File: config.mk
export PLATFORM = sky130hd
export DESIGN_NAME = pa_ifu_bht_ctrl_flat
export DESIGN_NICKNAME = d
export VERILOG_FILES = /design/src/rtl/pa_ifu_bht_pkg.sv /design/src/rtl/pa_ifu_bht_ctrl_if.sv /design/src/rtl/pa_ifu_bht_upd_buf.sv /design/src/rtl/pa_ifu_bht_ctrl.sv /design/src/flat_wrapper.sv
export SDC_FILE = /design/constraint.sdc
export NUM_CORES = 1
export LEC_CHECK = 0
export CAP_MARGIN = 20
export CORE_AREA = 8 8 62 91
export DETAILED_ROUTE_END_ITERATION = 12
export DIE_AREA = 0 0 70 99
export DONT_BUFFER_PORTS = 1
export GPL_TIMING_DRIVEN = 0
export PLACE_DENSITY_LB_ADDON = 0.25
export SYNTH_ARGS = -nofsm -noshare
export SYNTH_HDL_FRONTEND = slang
export SYNTH_SLANG_ARGS = --single-unit
export TNS_END_PERCENT = 10
File: constraint.sdc
create_clock -name forever_cpuclk -period 3 [get_ports forever_cpuclk]
set_input_delay 0.75 -clock forever_cpuclk [delete_from_list [all_inputs] [get_ports forever_cpuclk]]
set_output_delay 0.75 -clock forever_cpuclk [all_outputs]
set_load 0.05 [all_outputs]
File: src/rtl/pa_ifu_bht_pkg.sv
// Shared constants, types and the 2-bit saturating counter update for the BHT controller.
package pa_ifu_bht_pkg;

    localparam int         IDX_W     = 9;
    localparam int         DEPTH     = 1 << IDX_W;
    localparam int         UPD_DEPTH = 2;
    localparam logic [1:0] INIT_CNT  = 2'b01;

    typedef enum logic {
        ST_INIT = 1'b0,
        ST_RUN  = 1'b1
    } bht_state_e;

    typedef struct packed {
        logic [IDX_W-1:0] idx;
        logic [2:0]       sel;
        logic [1:0]       cnt;
    } bht_upd_t;

    function automatic logic [1:0] bht_sat_cnt(input logic [1:0] cnt, input logic taken);
        if (taken)
            return (cnt == 2'b11) ? 2'b11 : cnt + 2'b01;
        else
            return (cnt == 2'b00) ? 2'b00 : cnt - 2'b01;
    endfunction

endpackage

File: src/rtl/pa_ifu_bht_ctrl_if.sv
// Bundles the CP0, IFU read, IU update and array-port signals of the BHT controller.
interface pa_ifu_bht_ctrl_if;
    import pa_ifu_bht_pkg::*;

    logic             cp0_ifu_bht_en;
    logic             cp0_ifu_bht_inv;
    logic             bht_cp0_inv_done;
    logic             ifu_bht_rd_req;
    logic [IDX_W-1:0] ifu_bht_rd_idx;
    logic             bht_ifu_rd_gnt;
    logic             bht_ifu_pred_vld;
    logic [15:0]      bht_ifu_pred_data;
    logic             iu_bht_upd_vld;
    logic [IDX_W-1:0] iu_bht_upd_idx;
    logic [2:0]       iu_bht_upd_sel;
    logic [1:0]       iu_bht_upd_cnt;
    logic             iu_bht_upd_taken;
    logic             bht_iu_upd_rdy;
    logic             bht_cen;
    logic [IDX_W-1:0] bht_idx;
    logic [15:0]      bht_din;
    logic [15:0]      bht_wen;
    logic [15:0]      bht_dout;

    // Controller side.
    modport slave (
        input  cp0_ifu_bht_en, cp0_ifu_bht_inv, ifu_bht_rd_req, ifu_bht_rd_idx,
               iu_bht_upd_vld, iu_bht_upd_idx, iu_bht_upd_sel, iu_bht_upd_cnt,
               iu_bht_upd_taken, bht_dout,
        output bht_cp0_inv_done, bht_ifu_rd_gnt, bht_ifu_pred_vld, bht_ifu_pred_data,
               bht_iu_upd_rdy, bht_cen, bht_idx, bht_din, bht_wen
    );

    // Requesters plus the array.
    modport master (
        output cp0_ifu_bht_en, cp0_ifu_bht_inv, ifu_bht_rd_req, ifu_bht_rd_idx,
               iu_bht_upd_vld, iu_bht_upd_idx, iu_bht_upd_sel, iu_bht_upd_cnt,
               iu_bht_upd_taken, bht_dout,
        input  bht_cp0_inv_done, bht_ifu_rd_gnt, bht_ifu_pred_vld, bht_ifu_pred_data,
               bht_iu_upd_rdy, bht_cen, bht_idx, bht_din, bht_wen
    );

endinterface

File: src/rtl/pa_ifu_bht_upd_buf.sv
// In-order FIFO of pending counter updates {idx, sel, new_cnt}; flush drops every entry.
module pa_ifu_bht_upd_buf
    import pa_ifu_bht_pkg::*;
#(
    parameter int DEPTH_P = UPD_DEPTH
) (
    input  logic     forever_cpuclk,
    input  logic     cpurst_b,
    input  logic     i_push,
    input  logic     i_pop,
    input  logic     i_flush,
    input  bht_upd_t i_data,
    output bht_upd_t o_head,
    output logic     o_full,
    output logic     o_empty
);

    localparam int PTR_W = (DEPTH_P > 1) ? $clog2(DEPTH_P) : 1;
    localparam int CNT_W = $clog2(DEPTH_P + 1);

    bht_upd_t         r_mem [DEPTH_P];
    logic [PTR_W-1:0] r_wr_ptr;
    logic [PTR_W-1:0] r_rd_ptr;
    logic [CNT_W-1:0] r_count;
    logic             w_push;
    logic             w_pop;

    function automatic logic [PTR_W-1:0] ptr_inc(input logic [PTR_W-1:0] p);
        return (p == PTR_W'(DEPTH_P - 1)) ? '0 : p + PTR_W'(1);
    endfunction

    assign o_full  = (r_count == CNT_W'(DEPTH_P));
    assign o_empty = (r_count == '0);
    assign o_head  = r_mem[r_rd_ptr];
    // A push into a full buffer is legal only alongside a pop.
    assign w_push  = i_push & (~o_full | i_pop);
    assign w_pop   = i_pop & ~o_empty;

    always_ff @(posedge forever_cpuclk) begin
        if (w_push && !i_flush)
            r_mem[r_wr_ptr] <= i_data;
    end

    always_ff @(posedge forever_cpuclk) begin
        if (!cpurst_b || i_flush) begin
            r_wr_ptr <= '0;
            r_rd_ptr <= '0;
            r_count  <= '0;
        end else begin
            if (w_push)
                r_wr_ptr <= ptr_inc(r_wr_ptr);
            if (w_pop)
                r_rd_ptr <= ptr_inc(r_rd_ptr);
            case ({w_push, w_pop})
                2'b10:   r_count <= r_count + CNT_W'(1);
                2'b01:   r_count <= r_count - CNT_W'(1);
                default: r_count <= r_count;
            endcase
        end
    end

endmodule

File: src/rtl/pa_ifu_bht_ctrl.sv
// BHT array port owner: init sweep after reset/invalidate, then arbitrates prediction reads
// against buffered counter-update writes, one array access per cycle.
module pa_ifu_bht_ctrl
    import pa_ifu_bht_pkg::*;
(
    input  logic                  forever_cpuclk,
    input  logic                  cpurst_b,
    pa_ifu_bht_ctrl_if.slave      bif
);

    bht_state_e       r_state;
    logic [IDX_W-1:0] r_sweep_cnt;
    logic             r_pred_vld;
    logic             r_inv_done;

    logic             w_run;
    logic             w_rd_req;
    logic             w_rd_gnt;
    logic             w_drain;
    logic             w_upd_rdy;
    logic             w_push;
    logic             w_flush;
    logic             w_full;
    logic             w_empty;
    bht_upd_t         w_head;
    bht_upd_t         w_upd_entry;
    logic             w_cen;
    logic [IDX_W-1:0] w_idx;
    logic [15:0]      w_din;
    logic [15:0]      w_wen;

    assign w_run    = (r_state == ST_RUN);
    assign w_rd_req = bif.ifu_bht_rd_req & bif.cp0_ifu_bht_en;
    assign w_rd_gnt = w_run & w_rd_req & ~w_full;
    // Entries about to be flushed by an invalidate are never written.
    assign w_drain  = w_run & ~w_empty & ~bif.cp0_ifu_bht_inv & (w_full | ~w_rd_req);
    assign w_upd_rdy = w_run & (~bif.cp0_ifu_bht_en | ~w_full | w_drain);
    assign w_push   = bif.iu_bht_upd_vld & w_upd_rdy & bif.cp0_ifu_bht_en;
    assign w_flush  = w_run & bif.cp0_ifu_bht_inv;

    assign w_upd_entry = '{idx: bif.iu_bht_upd_idx,
                           sel: bif.iu_bht_upd_sel,
                           cnt: bht_sat_cnt(bif.iu_bht_upd_cnt, bif.iu_bht_upd_taken)};

    pa_ifu_bht_upd_buf #(.DEPTH_P(UPD_DEPTH)) u_upd_buf (
        .forever_cpuclk (forever_cpuclk),
        .cpurst_b       (cpurst_b),
        .i_push         (w_push),
        .i_pop          (w_drain),
        .i_flush        (w_flush),
        .i_data         (w_upd_entry),
        .o_head         (w_head),
        .o_full         (w_full),
        .o_empty        (w_empty)
    );

    always_comb begin
        w_cen = 1'b0;
        w_idx = '0;
        w_din = '0;
        w_wen = '0;
        if (!cpurst_b) begin
            w_cen = 1'b0;
        end else if (!w_run) begin
            w_cen = 1'b1;
            w_idx = r_sweep_cnt;
            w_din = {8{INIT_CNT}};
            w_wen = 16'hFFFF;
        end else if (w_drain) begin
            w_cen = 1'b1;
            w_idx = w_head.idx;
            w_din = {8{w_head.cnt}};
            w_wen = 16'h0003 << {w_head.sel, 1'b0};
        end else if (w_rd_gnt) begin
            w_cen = 1'b1;
            w_idx = bif.ifu_bht_rd_idx;
        end
    end

    assign bif.bht_cen           = w_cen;
    assign bif.bht_idx           = w_idx;
    assign bif.bht_din           = w_din;
    assign bif.bht_wen           = w_wen;
    assign bif.bht_ifu_rd_gnt    = w_rd_gnt & cpurst_b;
    assign bif.bht_iu_upd_rdy    = w_upd_rdy & cpurst_b;
    assign bif.bht_ifu_pred_vld  = r_pred_vld;
    assign bif.bht_ifu_pred_data = bif.bht_dout;
    assign bif.bht_cp0_inv_done  = r_inv_done;

    always_ff @(posedge forever_cpuclk) begin
        if (!cpurst_b) begin
            r_state     <= ST_INIT;
            r_sweep_cnt <= '0;
            r_pred_vld  <= 1'b0;
            r_inv_done  <= 1'b0;
        end else begin
            r_pred_vld <= w_rd_gnt;
            r_inv_done <= 1'b0;
            case (r_state)
                ST_INIT: begin
                    if (bif.cp0_ifu_bht_inv) begin
                        r_sweep_cnt <= '0;
                    end else begin
                        r_sweep_cnt <= r_sweep_cnt + IDX_W'(1);
                        if (r_sweep_cnt == IDX_W'(DEPTH - 1)) begin
                            r_state    <= ST_RUN;
                            r_inv_done <= 1'b1;
                        end
                    end
                end
                ST_RUN: begin
                    if (bif.cp0_ifu_bht_inv) begin
                        r_state     <= ST_INIT;
                        r_sweep_cnt <= '0;
                    end
                end
                default: r_state <= ST_INIT;
            endcase
        end
    end

endmodule
File: src/flat_wrapper.sv
// flat-port wrapper written by rule: the top's interface ports become plain ports
module pa_ifu_bht_ctrl_flat import pa_ifu_bht_pkg::*;
  (forever_cpuclk, cpurst_b, bif_cp0_ifu_bht_en, bif_cp0_ifu_bht_inv, bif_ifu_bht_rd_req, bif_ifu_bht_rd_idx, bif_iu_bht_upd_vld, bif_iu_bht_upd_idx, bif_iu_bht_upd_sel, bif_iu_bht_upd_cnt, bif_iu_bht_upd_taken, bif_bht_dout, bif_bht_cp0_inv_done, bif_bht_ifu_rd_gnt, bif_bht_ifu_pred_vld, bif_bht_ifu_pred_data, bif_bht_iu_upd_rdy, bif_bht_cen, bif_bht_idx, bif_bht_din, bif_bht_wen);
  pa_ifu_bht_ctrl_if bif_i ();
  input  logic forever_cpuclk;
  input  logic cpurst_b;
  input wire logic [$bits(bif_i.cp0_ifu_bht_en)-1:0] bif_cp0_ifu_bht_en;
  input wire logic [$bits(bif_i.cp0_ifu_bht_inv)-1:0] bif_cp0_ifu_bht_inv;
  input wire logic [$bits(bif_i.ifu_bht_rd_req)-1:0] bif_ifu_bht_rd_req;
  input wire logic [$bits(bif_i.ifu_bht_rd_idx)-1:0] bif_ifu_bht_rd_idx;
  input wire logic [$bits(bif_i.iu_bht_upd_vld)-1:0] bif_iu_bht_upd_vld;
  input wire logic [$bits(bif_i.iu_bht_upd_idx)-1:0] bif_iu_bht_upd_idx;
  input wire logic [$bits(bif_i.iu_bht_upd_sel)-1:0] bif_iu_bht_upd_sel;
  input wire logic [$bits(bif_i.iu_bht_upd_cnt)-1:0] bif_iu_bht_upd_cnt;
  input wire logic [$bits(bif_i.iu_bht_upd_taken)-1:0] bif_iu_bht_upd_taken;
  input wire logic [$bits(bif_i.bht_dout)-1:0] bif_bht_dout;
  output wire logic [$bits(bif_i.bht_cp0_inv_done)-1:0] bif_bht_cp0_inv_done;
  output wire logic [$bits(bif_i.bht_ifu_rd_gnt)-1:0] bif_bht_ifu_rd_gnt;
  output wire logic [$bits(bif_i.bht_ifu_pred_vld)-1:0] bif_bht_ifu_pred_vld;
  output wire logic [$bits(bif_i.bht_ifu_pred_data)-1:0] bif_bht_ifu_pred_data;
  output wire logic [$bits(bif_i.bht_iu_upd_rdy)-1:0] bif_bht_iu_upd_rdy;
  output wire logic [$bits(bif_i.bht_cen)-1:0] bif_bht_cen;
  output wire logic [$bits(bif_i.bht_idx)-1:0] bif_bht_idx;
  output wire logic [$bits(bif_i.bht_din)-1:0] bif_bht_din;
  output wire logic [$bits(bif_i.bht_wen)-1:0] bif_bht_wen;
  assign bif_i.cp0_ifu_bht_en = bif_cp0_ifu_bht_en;
  assign bif_i.cp0_ifu_bht_inv = bif_cp0_ifu_bht_inv;
  assign bif_i.ifu_bht_rd_req = bif_ifu_bht_rd_req;
  assign bif_i.ifu_bht_rd_idx = bif_ifu_bht_rd_idx;
  assign bif_i.iu_bht_upd_vld = bif_iu_bht_upd_vld;
  assign bif_i.iu_bht_upd_idx = bif_iu_bht_upd_idx;
  assign bif_i.iu_bht_upd_sel = bif_iu_bht_upd_sel;
  assign bif_i.iu_bht_upd_cnt = bif_iu_bht_upd_cnt;
  assign bif_i.iu_bht_upd_taken = bif_iu_bht_upd_taken;
  assign bif_i.bht_dout = bif_bht_dout;
  assign bif_bht_cp0_inv_done = bif_i.bht_cp0_inv_done;
  assign bif_bht_ifu_rd_gnt = bif_i.bht_ifu_rd_gnt;
  assign bif_bht_ifu_pred_vld = bif_i.bht_ifu_pred_vld;
  assign bif_bht_ifu_pred_data = bif_i.bht_ifu_pred_data;
  assign bif_bht_iu_upd_rdy = bif_i.bht_iu_upd_rdy;
  assign bif_bht_cen = bif_i.bht_cen;
  assign bif_bht_idx = bif_i.bht_idx;
  assign bif_bht_din = bif_i.bht_din;
  assign bif_bht_wen = bif_i.bht_wen;
  pa_ifu_bht_ctrl u_core (.forever_cpuclk(forever_cpuclk), .cpurst_b(cpurst_b), .bif(bif_i));
endmodule
== Word level (Yosys, flattened, before mapping) ==
Memories as Yosys holds them, arrays and structs flattened. A register that Yosys moved wholly into a read port is not among the register bits.
Index checks and enable logic that the tools add are counted.

* $add $sub $neg: 7
* Mux-type cells: 31
* Eq/ne operators: 6
* Reductions and logical operators: 8
* Bitwise gates (word level): 25
* Shift-type cells: 1

{| class="wikitable"
|+ Operators with widths
! cell !! number
|-
| $mux W16 || 6
|-
| $mux W9 || 6
|-
| $pmux W9 S2 || 1
|-
| $shl A2 B4 Y16 const A || 1
|-
| $and A1 B1 Y1 || 14
|-
| $mux W1 || 13
|-
| $add A9 B1 Y9 const B || 1
|-
| $eq A9 B9 Y1 const B || 1
|-
| $not A1 Y1 || 7
|-
| $eq A2 B2 Y1 const B || 3
|-
| $mux W2 || 3
|-
| $add A2 B1 Y2 const B || 2
|-
| $logic_not A2 Y1 || 2
|-
| $or A1 B1 Y1 || 4
|-
| $pmux W2 S2 || 1
|-
| $sub A2 B1 Y2 const B || 2
|-
| $add A1 B1 Y1 const B || 2
|-
| $eq A2 B1 Y1 const B || 1
|-
| $logic_not A1 Y1 || 2
|-
| $ne A2 B2 Y1 const B || 1
|-
| $pmux W1 S2 || 1
|-
| $reduce_bool A2 Y1 || 1
|-
| $reduce_or A2 Y1 || 1
|-
| $logic_and A1 B1 Y1 || 1
|-
| $logic_or A1 B1 Y1 || 1
|}

* Register bits after elaboration: 16
* Bits of input ports: 46
* Bits in writable memories: 28
* Word-level logic and storage cells: 86
* Memories kept: 1

{| class="wikitable"
|+ Memory list
! memory !! words !! width !! rd ports !! clocked after Yosys merged registers in !! wr ports !! RTL line !! RTL
|-
| u_core.u_upd_buf.r_mem || 2 || 14 || 1 || 1 || 1 || pa_ifu_bht_upd_buf.sv:21 || <nowiki>bht_upd_t r_mem [DEPTH_P];</nowiki>
|}

== Logic depth before layout (Yosys ltp) ==
Gate-level depths: netlist of the first run.

* Depth after elaboration: 13
* Depth in mapped cells: 9
* Mapped depth without buffers: 7

== Modules after synthesis ==
From an unflattened synthesis of the first run, not the netlist that was laid out.

* Cell total of the unflattened synthesis: 233
* Area, all modules: 2427.3 um2

{| class="wikitable"
|+ By module, submodules not included
! module !! cells an instance !! instances !! area each (um2) !! sequential area each (um2)
|-
| pa_ifu_bht_upd_buf || 70 || 1 || 1238.7 || 940.9
|-
| pa_ifu_bht_ctrl || 163 || 1 || 1188.6 || 240.2
|}

== Worst setup path before layout of the first run ==
OpenSTA, ideal clock, no wires.

* Path type: input -> output
* Start: input cpurst_b
* End: output bif_bht_din[10]
* Setup slack: -0.420 ns
* Stages: 5
* Path buffers: 3
* Data arrival time: 2.670 ns
* Path through: clkbuf_1 > clkbuf_1 > inv_1 > a21oi_1 > buf_4

* Longest elaborated chain between the ends: 1

{| class="wikitable"
|+ Ends and longest elaborated chain
! what !! RTL line !! RTL
|-
| start, declared || flat_wrapper.sv:6 || <nowiki>input logic cpurst_b;</nowiki>
|-
| $mux W16 || pa_ifu_bht_ctrl.sv:62 || <nowiki>if (!cpurst_b) begin</nowiki>
|-
| end, declared || flat_wrapper.sv:24 || <nowiki>output wire logic [$bits(bif_i.bht_din)-1:0] bif_bht_din;</nowiki>
|}

Every way passes these cells.

==> flow_summary_export.csv, run 1 <==
group,metric,value,unit
run_status,outcome,"finished clean",
die,dieArea,6930,um^2
final_layout,final_nets,324,
synthesis,synthesis.area,2521,um^2
final_layout,instances_no_fill,324,
critical_path,path_cells,"mux2_4 -> or4_4 -> o21ai_4 -> buf_6",
sta,hold_violations,0,
synthesis,synth.net_count,301,
critical_path,crit_path_max_fanout,4,
final_layout,antenna_cells,0,
sta,rsz0062_at_grt,"true",
grt,track_usage,16.63,%
die,start_util,57.90,%
critical_path,cp.required,2.25,ns
critical_path,cpPeakStageDelay,0.60,ns
sta,worst_pin_slew,0.8950,ns
synthesis,synth_edf_count,28,
final_layout,area_delta_synth_final,17.97,%
detailed_routing,wl,6.197,mm
synthesis,syn_area_per_cell,10.00,um^2
placed_design,dp_cells,316,
clocking,clk_latency,0.30,ns
synthesis,synth.distinct_cells,39,
sta,relSlewSlack,40.11,%
clocking,cts_tree,"built",
critical_path,worstRegToRegCells,7,
sta,setup_viol,0,
die,fp.dieW,70,um
clocking,htreeDepth,2,
detailed_routing,antenna_left,0,
final_layout,final_cell_mix,"buf_4 (38), edfxtp_1 (28), dfxtp_1 (16)",
critical_path,startpoint_type,"flip-flop",
die,die_y,99,um
clocking,clock-sinks,45,
grt,grt_pass1_vias,2033,
synthesis,yosys_warnings,0,
clocking,clock_tree.root_cell,"clkbuf_8",
clocking,cts_buffer_depth,2,
synthesis,synth_flop_cell,"edfxtp_1",
detailed_routing,first_pass_iters,4,
sta,tns,0,ns
die,rows,30,
synthesis,async_reset_ff_share,0,%
critical_path,r2r_start,"u_core.r_state$_SDFF_PN0_",
sta,fin_crit,2.964,ns
critical_path,crit_arrival,2.21,ns
synthesis,yosysSeqAreaShare,46.85,%
placed_design,place_area,2711,um^2
grt,antenna_found_initial,0,
grt,globalRoute.totalOverflow,0,
clocking,cts-hold-fix-buffers,0,
synthesis,synth-seq-cells,45,
placed_design,dp.final_hpwl,4.829,mm
critical_path,path_class,"flip-flop to output port",
grt,grt_first_pass_wirelength,9.390,mm
detailed_routing,vias_per_cell,5.969,
power_and_ir_drop,ir_drop,0.4870,mV
critical_path,rrSetupSlack,0.60,ns
detailed_routing,vias,1934,
hold_path,hold_path_class,"flip-flop to flip-flop",
critical_path,cp-end-kind,"output port",
hold_path,min_path_cells,2,
detailed_routing,wl_per_cell,19.13,um
critical_path,r2r_end,"u_core.u_upd_buf.r_count[1]$_SDFFE_PP0P_",
clocking,cts_buffers,5,
synthesis,synth_cells,252,
power_and_ir_drop,powerDensity,421.6,nW/um^2
job,maxCapViolations,0,
critical_path,slowest_stage,"or4_4",
sta,fin_skew,0.006949,ns
power_and_ir_drop,p_leak,0.001067,uW
hold_path,holdPathEnd,"u_core.r_sweep_cnt[7]$_SDFFE_PN0P_",
sta,finalCritPeriodShare,98.80,%
final_layout,layout_commonest_cell,"buf_4",
clocking,clk_pin_slew,0.09,ns
grt,grt_max_degree,16,
detailed_routing,drc,0,
sta,layout_setup_ws,0.03600,ns
placed_design,port_buffers,0,
detailed_routing,dr.first_iter.drc_count,46,
final_layout,drive_above_1_share,35.51,%
die,ios,108,
sta,slew_violations,0,
final_layout,fin_area,2974,um^2
sta,fmax,337.4,MHz
placed_design,gp_congestion,0.8240,
final_layout,finish.utilization,68.30,%
hold_path,worstHoldStart,"u_core.r_sweep_cnt[7]$_SDFFE_PN0P_",
placed_design,post-place-ws,-0.4682,ns
die,coreArea,4354,um^2
==> layout make-up <==
| type | instances | area, um^2 |
|---|---|---|
| plain buffers | 53 | 417.9 |
| clock buffers | 6 | 82.58 |
| fillers | 340 | 1380 |
| repair buffers | 16 | 116.4 |
| multi-input cells | 148 | 1076 |
| flip-flops and latches | 45 | 1182 |
| well taps | 48 | 60.06 |
| inverters | 6 | 22.52 |
| clock inverters | 2 | 16.27 |
==> sequential cells by signal (all words and copies together), names as in the netlist, named ones only <==
name,cells
u_core.u_upd_buf.r_count,2
u_core.u_upd_buf.r_rd_ptr,1
u_core.r_sweep_cnt,9
u_core.bif.bht_cp0_inv_done,1
u_core.u_upd_buf.r_wr_ptr,1
u_core.bif.bht_ifu_pred_vld,1
u_core.u_upd_buf.r_mem,28
u_core.r_state,1
==> layer usage <==
layer  global-route usage, %  up-vias  share of wire (%)
li1                        -      922                  -
met1                   14.52      905                 34
met2                   30.49       90                 53
met3                   7.042       17                9.9
met4                   9.627        0                2.9
met5                       0        -                  0
==> Yosys cell counts, types with 6 or more instances <==
cell type | n | share of area, %
buf_4 | 39 | 12
edfxtp_1 | 28 | 33
o21ai_0 | 19 | 3.8
dfxtp_1 | 17 | 13
nor2_1 | 15 | 2.2
nand4_1 | 13 | 3.2
nand3_1 | 12 | 2.4
mux2_2 | 10 | 4.5
a21oi_1 | 9 | 1.8
a31oi_1 | 9 | 2.2
clkbuf_1 | 9 | 1.3
nand2_1 | 8 | 1.2
inv_1 | 6 | 0.89
==> critical path, delay by kind of cell (launching register included) <==
family,cells,cell delay [ns]
flops,1,0.36
mux,1,0.31
simple gates,1,0.60
buf+inv,1,0.23
compound gates,1,0.42
==> through the flow <==
step	hold slack (ns)	total power, uW
floorplan	0.4615	837.3
global route	0.5284	1285
global placement	0.4828	847.6
CTS	0.5089	1254
detailed placement	0.4955	856.2
finish	0.5120	1254
==> kinds of logic (layout without fill, tap and decap cells) <==
group                    after synthesis  count (layout)  share of synthesized area [%]
AND/OR/NAND/NOR                       76              76                          17.17
buffers and inverters                 59              83                          15.09
AO/OA/AOI/OAI                         47              47                          10.47
flip-flops                            45              45                          46.85
multiplexers                          14              14                          6.055
XOR/XNOR                               6               6                          2.084
adder cells (fa/ha/maj)                5               5                          2.283
==> power breakdown <==
part | switching [uW] | internal (uW) | leakage [uW] | total, uW
sequential | 1.59 | 657 | 0.000389 | 658
clock | 210 | 190 | 0.0000478 | 400
combinational | 145 | 51.3 | 0.000630 | 196
total | 356 | 898 | 0.00107 | 1250
==> what timing repair did <==
action | 4_1_cts | 5_1_grt
setup endpoints to repair | 21 | 22
buffers inserted | 0 | 0
pin swaps | 1 | 6
resized for setup | 11 | 33
==> worst max-delay path by stage <==
stage / startpoint / cells past startpoint / slack, ns / endpoint
after floorplan: cpurst_b / 4 / -0.41 / bif_bht_wen[15]
after global placement: cpurst_b / 4 / -0.63 / bif_bht_wen[3]
after detailed placement: bif_cp0_ifu_bht_inv / 4 / -0.47 / bif_bht_wen[5]
after CTS: u_core.r_state$_SDFF_PN0_ / 5 / -0.17 / bif_bht_wen[9]
after global routing: flip-flop / 8 / -0.08 / bif_bht_wen[11]
final: flip-flop / 4 / 0.04 / bif_bht_wen[5]
Note: power is estimated with default switching activity, not from simulation.
==> run 2: changes to the inputs <==
--- a/config.mk
+++ b/config.mk
@@ -11,7 +11,9 @@
 export DIE_AREA = 0 0 70 99
 export DONT_BUFFER_PORTS = 1
 export GPL_TIMING_DRIVEN = 0
+export HOLD_SLACK_MARGIN = 0.12
 export PLACE_DENSITY_LB_ADDON = 0.25
+export SETUP_SLACK_MARGIN = 0.15
 export SYNTH_ARGS = -nofsm -noshare
 export SYNTH_HDL_FRONTEND = slang
 export SYNTH_SLANG_ARGS = --single-unit
==> flow_summary_export.csv, run 2 (synthesized netlist as in run 1, its figures left out) <==
group,metric,value,unit
die,rows,30,
sta,fin_crit,2.967,ns
critical_path,slowest_stage,"or4_4",
critical_path,r2r_start,"u_core.r_state$_SDFF_PN0_",
critical_path,path_cells,"mux2_4 -> or4_4 -> o21ai_4 -> buf_6",
critical_path,crit_cells,4,
placed_design,dp.final_hpwl,4.690,mm
grt,grt_pass1_vias,1941,
critical_path,worstRegToRegCells,7,
hold_path,worstHoldStart,"u_core.u_upd_buf.r_rd_ptr$_SDFFE_PP0P_",
clocking,clk_pin_slew,0.08,ns
detailed_routing,dr.first_iter.drc_count,64,
sta,rsz0062_at_grt,"true",
final_layout,largest_reg_flops,28,
critical_path,path_class,"flip-flop to output port",
detailed_routing,drc,0,
final_layout,layout_commonest_cell,"buf_4",
critical_path,cpPeakStageDelay,0.61,ns
detailed_routing,wl_per_cell,19.38,um
hold_path,hold_path_class,"flip-flop to flip-flop",
sta,fmax,337.1,MHz
grt,track_usage,17.12,%
final_layout,fill_cells,336,
final_layout,regArea,1182,um^2
clocking,clock_tree.root_cell,"clkbuf_8",
final_layout,drive_above_1_share,37.45,%
sta,relSlewSlack,54.75,%
final_layout,multi_input_area,1180,um^2
power_and_ir_drop,ir_drop,0.4722,mV
detailed_routing,vias,1881,
critical_path,startpoint_type,"flip-flop",
critical_path,crit_path_max_fanout,4,
clocking,cts_buffers,5,
grt,globalRoute.totalOverflow,0,
grt,antenna_found_initial,0,
final_layout,instances_no_fill,315,
final_layout,fin_area,3053,um^2
final_layout,final_cell_mix,"buf_4 (33), edfxtp_1 (28), buf_6 (19)",
critical_path,r2r_end,"u_core.u_upd_buf.r_count[1]$_SDFFE_PP0P_",
placed_design,place_area,2673,um^2
critical_path,rrSetupSlack,0.69,ns
critical_path,cp.required,2.25,ns
clocking,clock-sinks,45,
power_and_ir_drop,p_leak,0.001063,uW
critical_path,crit_arrival,2.22,ns
die,ios,108,
critical_path,cp-end-kind,"output port",
detailed_routing,first_pass_iters,4,
detailed_routing,wl,6.106,mm
final_layout,largest_register,"u_core.u_upd_buf.r_mem",
critical_path,crit_buf_inv,1,
clocking,cts_buffer_depth,2,
sta,setup_viol,0,
sta,worst_pin_slew,0.6751,ns
job,maxCapViolations,0,
sta,finalCritPeriodShare,98.89,%
clocking,clk_latency,0.29,ns
die,dieArea,6930,um^2
run_status,outcome,"finished clean",
grt,grt_max_degree,15,
placed_design,port_buffers,0,
detailed_routing,vias_per_cell,5.971,
die,coreArea,4354,um^2
die,die_y,99,um
critical_path,cp_top_family,"simple AND/OR/NAND/NOR gates",
clocking,cts_tree,"built",
detailed_routing,antenna_left,0,
die,fp.dieW,70,um
hold_path,min_path_cells,2,
final_layout,reg.largest.list,"u_core.u_upd_buf.r_mem (28), u_core.r_sweep_cnt (9), u_core.u_upd_buf.r_count (2)",
placed_design,gp_congestion,0.8622,
grt,grt_first_pass_wirelength,9.715,mm
sta,fin_skew,0.007993,ns
final_layout,final_nets,316,
placed_design,dp_cells,306,
sta,slew_violations,0,
sta,hold_violations,0,
clocking,htreeDepth,2,
die,start_util,57.90,%
final_layout,area_delta_synth_final,21.09,%
power_and_ir_drop,powerDensity,424.8,nW/um^2
clocking,cts-hold-fix-buffers,0,
final_layout,antenna_cells,0,
[run 2: cell count changes in the layout (fill, tap and decap cells not counted), sizes merged]
| cell | delta |
|---|---|
| clkinvlp | -1 |
| bufinv | +1 |
| clkbuf | -3 |
| buf | -6 |
[run 2: layer usage]
metal / routed length [um] / global-route usage (%)
met5: 0 / 0
met4: 167 / 8.540
met3: 533 / 6.640
met2: 3355 / 30.49
met1: 2050 / 16.62
[run 2: stage by stage]
stage               TNS [ns]  hold WS (ns)  setup slack, ns  power [uW]  util [%]
floorplan            -0.1986        0.4615         -0.05874       839.3         -
global placement      -4.146        0.4766          -0.2795       850.0     59.94
detailed placement    -3.630        0.5024          -0.2684       852.1     61.38
CTS                   -1.233        0.5146         -0.09969        1298     67.84
global route        -0.04755        0.5373         -0.01746        1340     70.11
finish                     0        0.5041          0.03341        1297     70.11
[run 2: area by class of cell]
cell class / count / share of cell area, %
clock buffers: 5 / 2.254
multi-input cells: 148 / 38.65
clock inverters: 2 / 1.270
plain buffers: 53 / 14.18
repair buffers: 8 / 2.213
well taps: 48 / 1.967
flip-flops and latches: 45 / 38.73
inverters: 6 / 0.7377
[run 2: how the worst max path moves through the flow]
| stage | from | to |
|---|---|---|
| floorplan | bif_cp0_ifu_bht_inv | bif_bht_wen[9] |
| global placement | cpurst_b | bif_bht_wen[7] |
| detailed placement | cpurst_b | bif_bht_wen[7] |
| CTS | cpurst_b | bif_bht_din[5] |
| global route | flip-flop | bif_bht_wen[13] |
| finish | flip-flop | bif_bht_wen[13] |
[run 2: report_power, final]
part	leakage (uW)	switching [uW]	internal [uW]
Sequential	0.000389	1.58	657
Clock	0.0000546	196	246
Combinational	0.000619	146	49.6
[run 2: worst reg2reg max path: stages (launching register included)]
cell and delay [ns]:
dfxtp_1 0.32, buf_4 0.15, clkbuf_1 0.40, buf_4 0.34
o2111ai_1 0.16, ha_1 0.35, or3_1 0.38, a21oi_1 0.16
[run 2: what timing repair did]
item	in CTS	in global routing
endpoints found under the setup margin	34	35
setup buffers	2	0
pin swaps	4	7
gates resized for setup	27	40
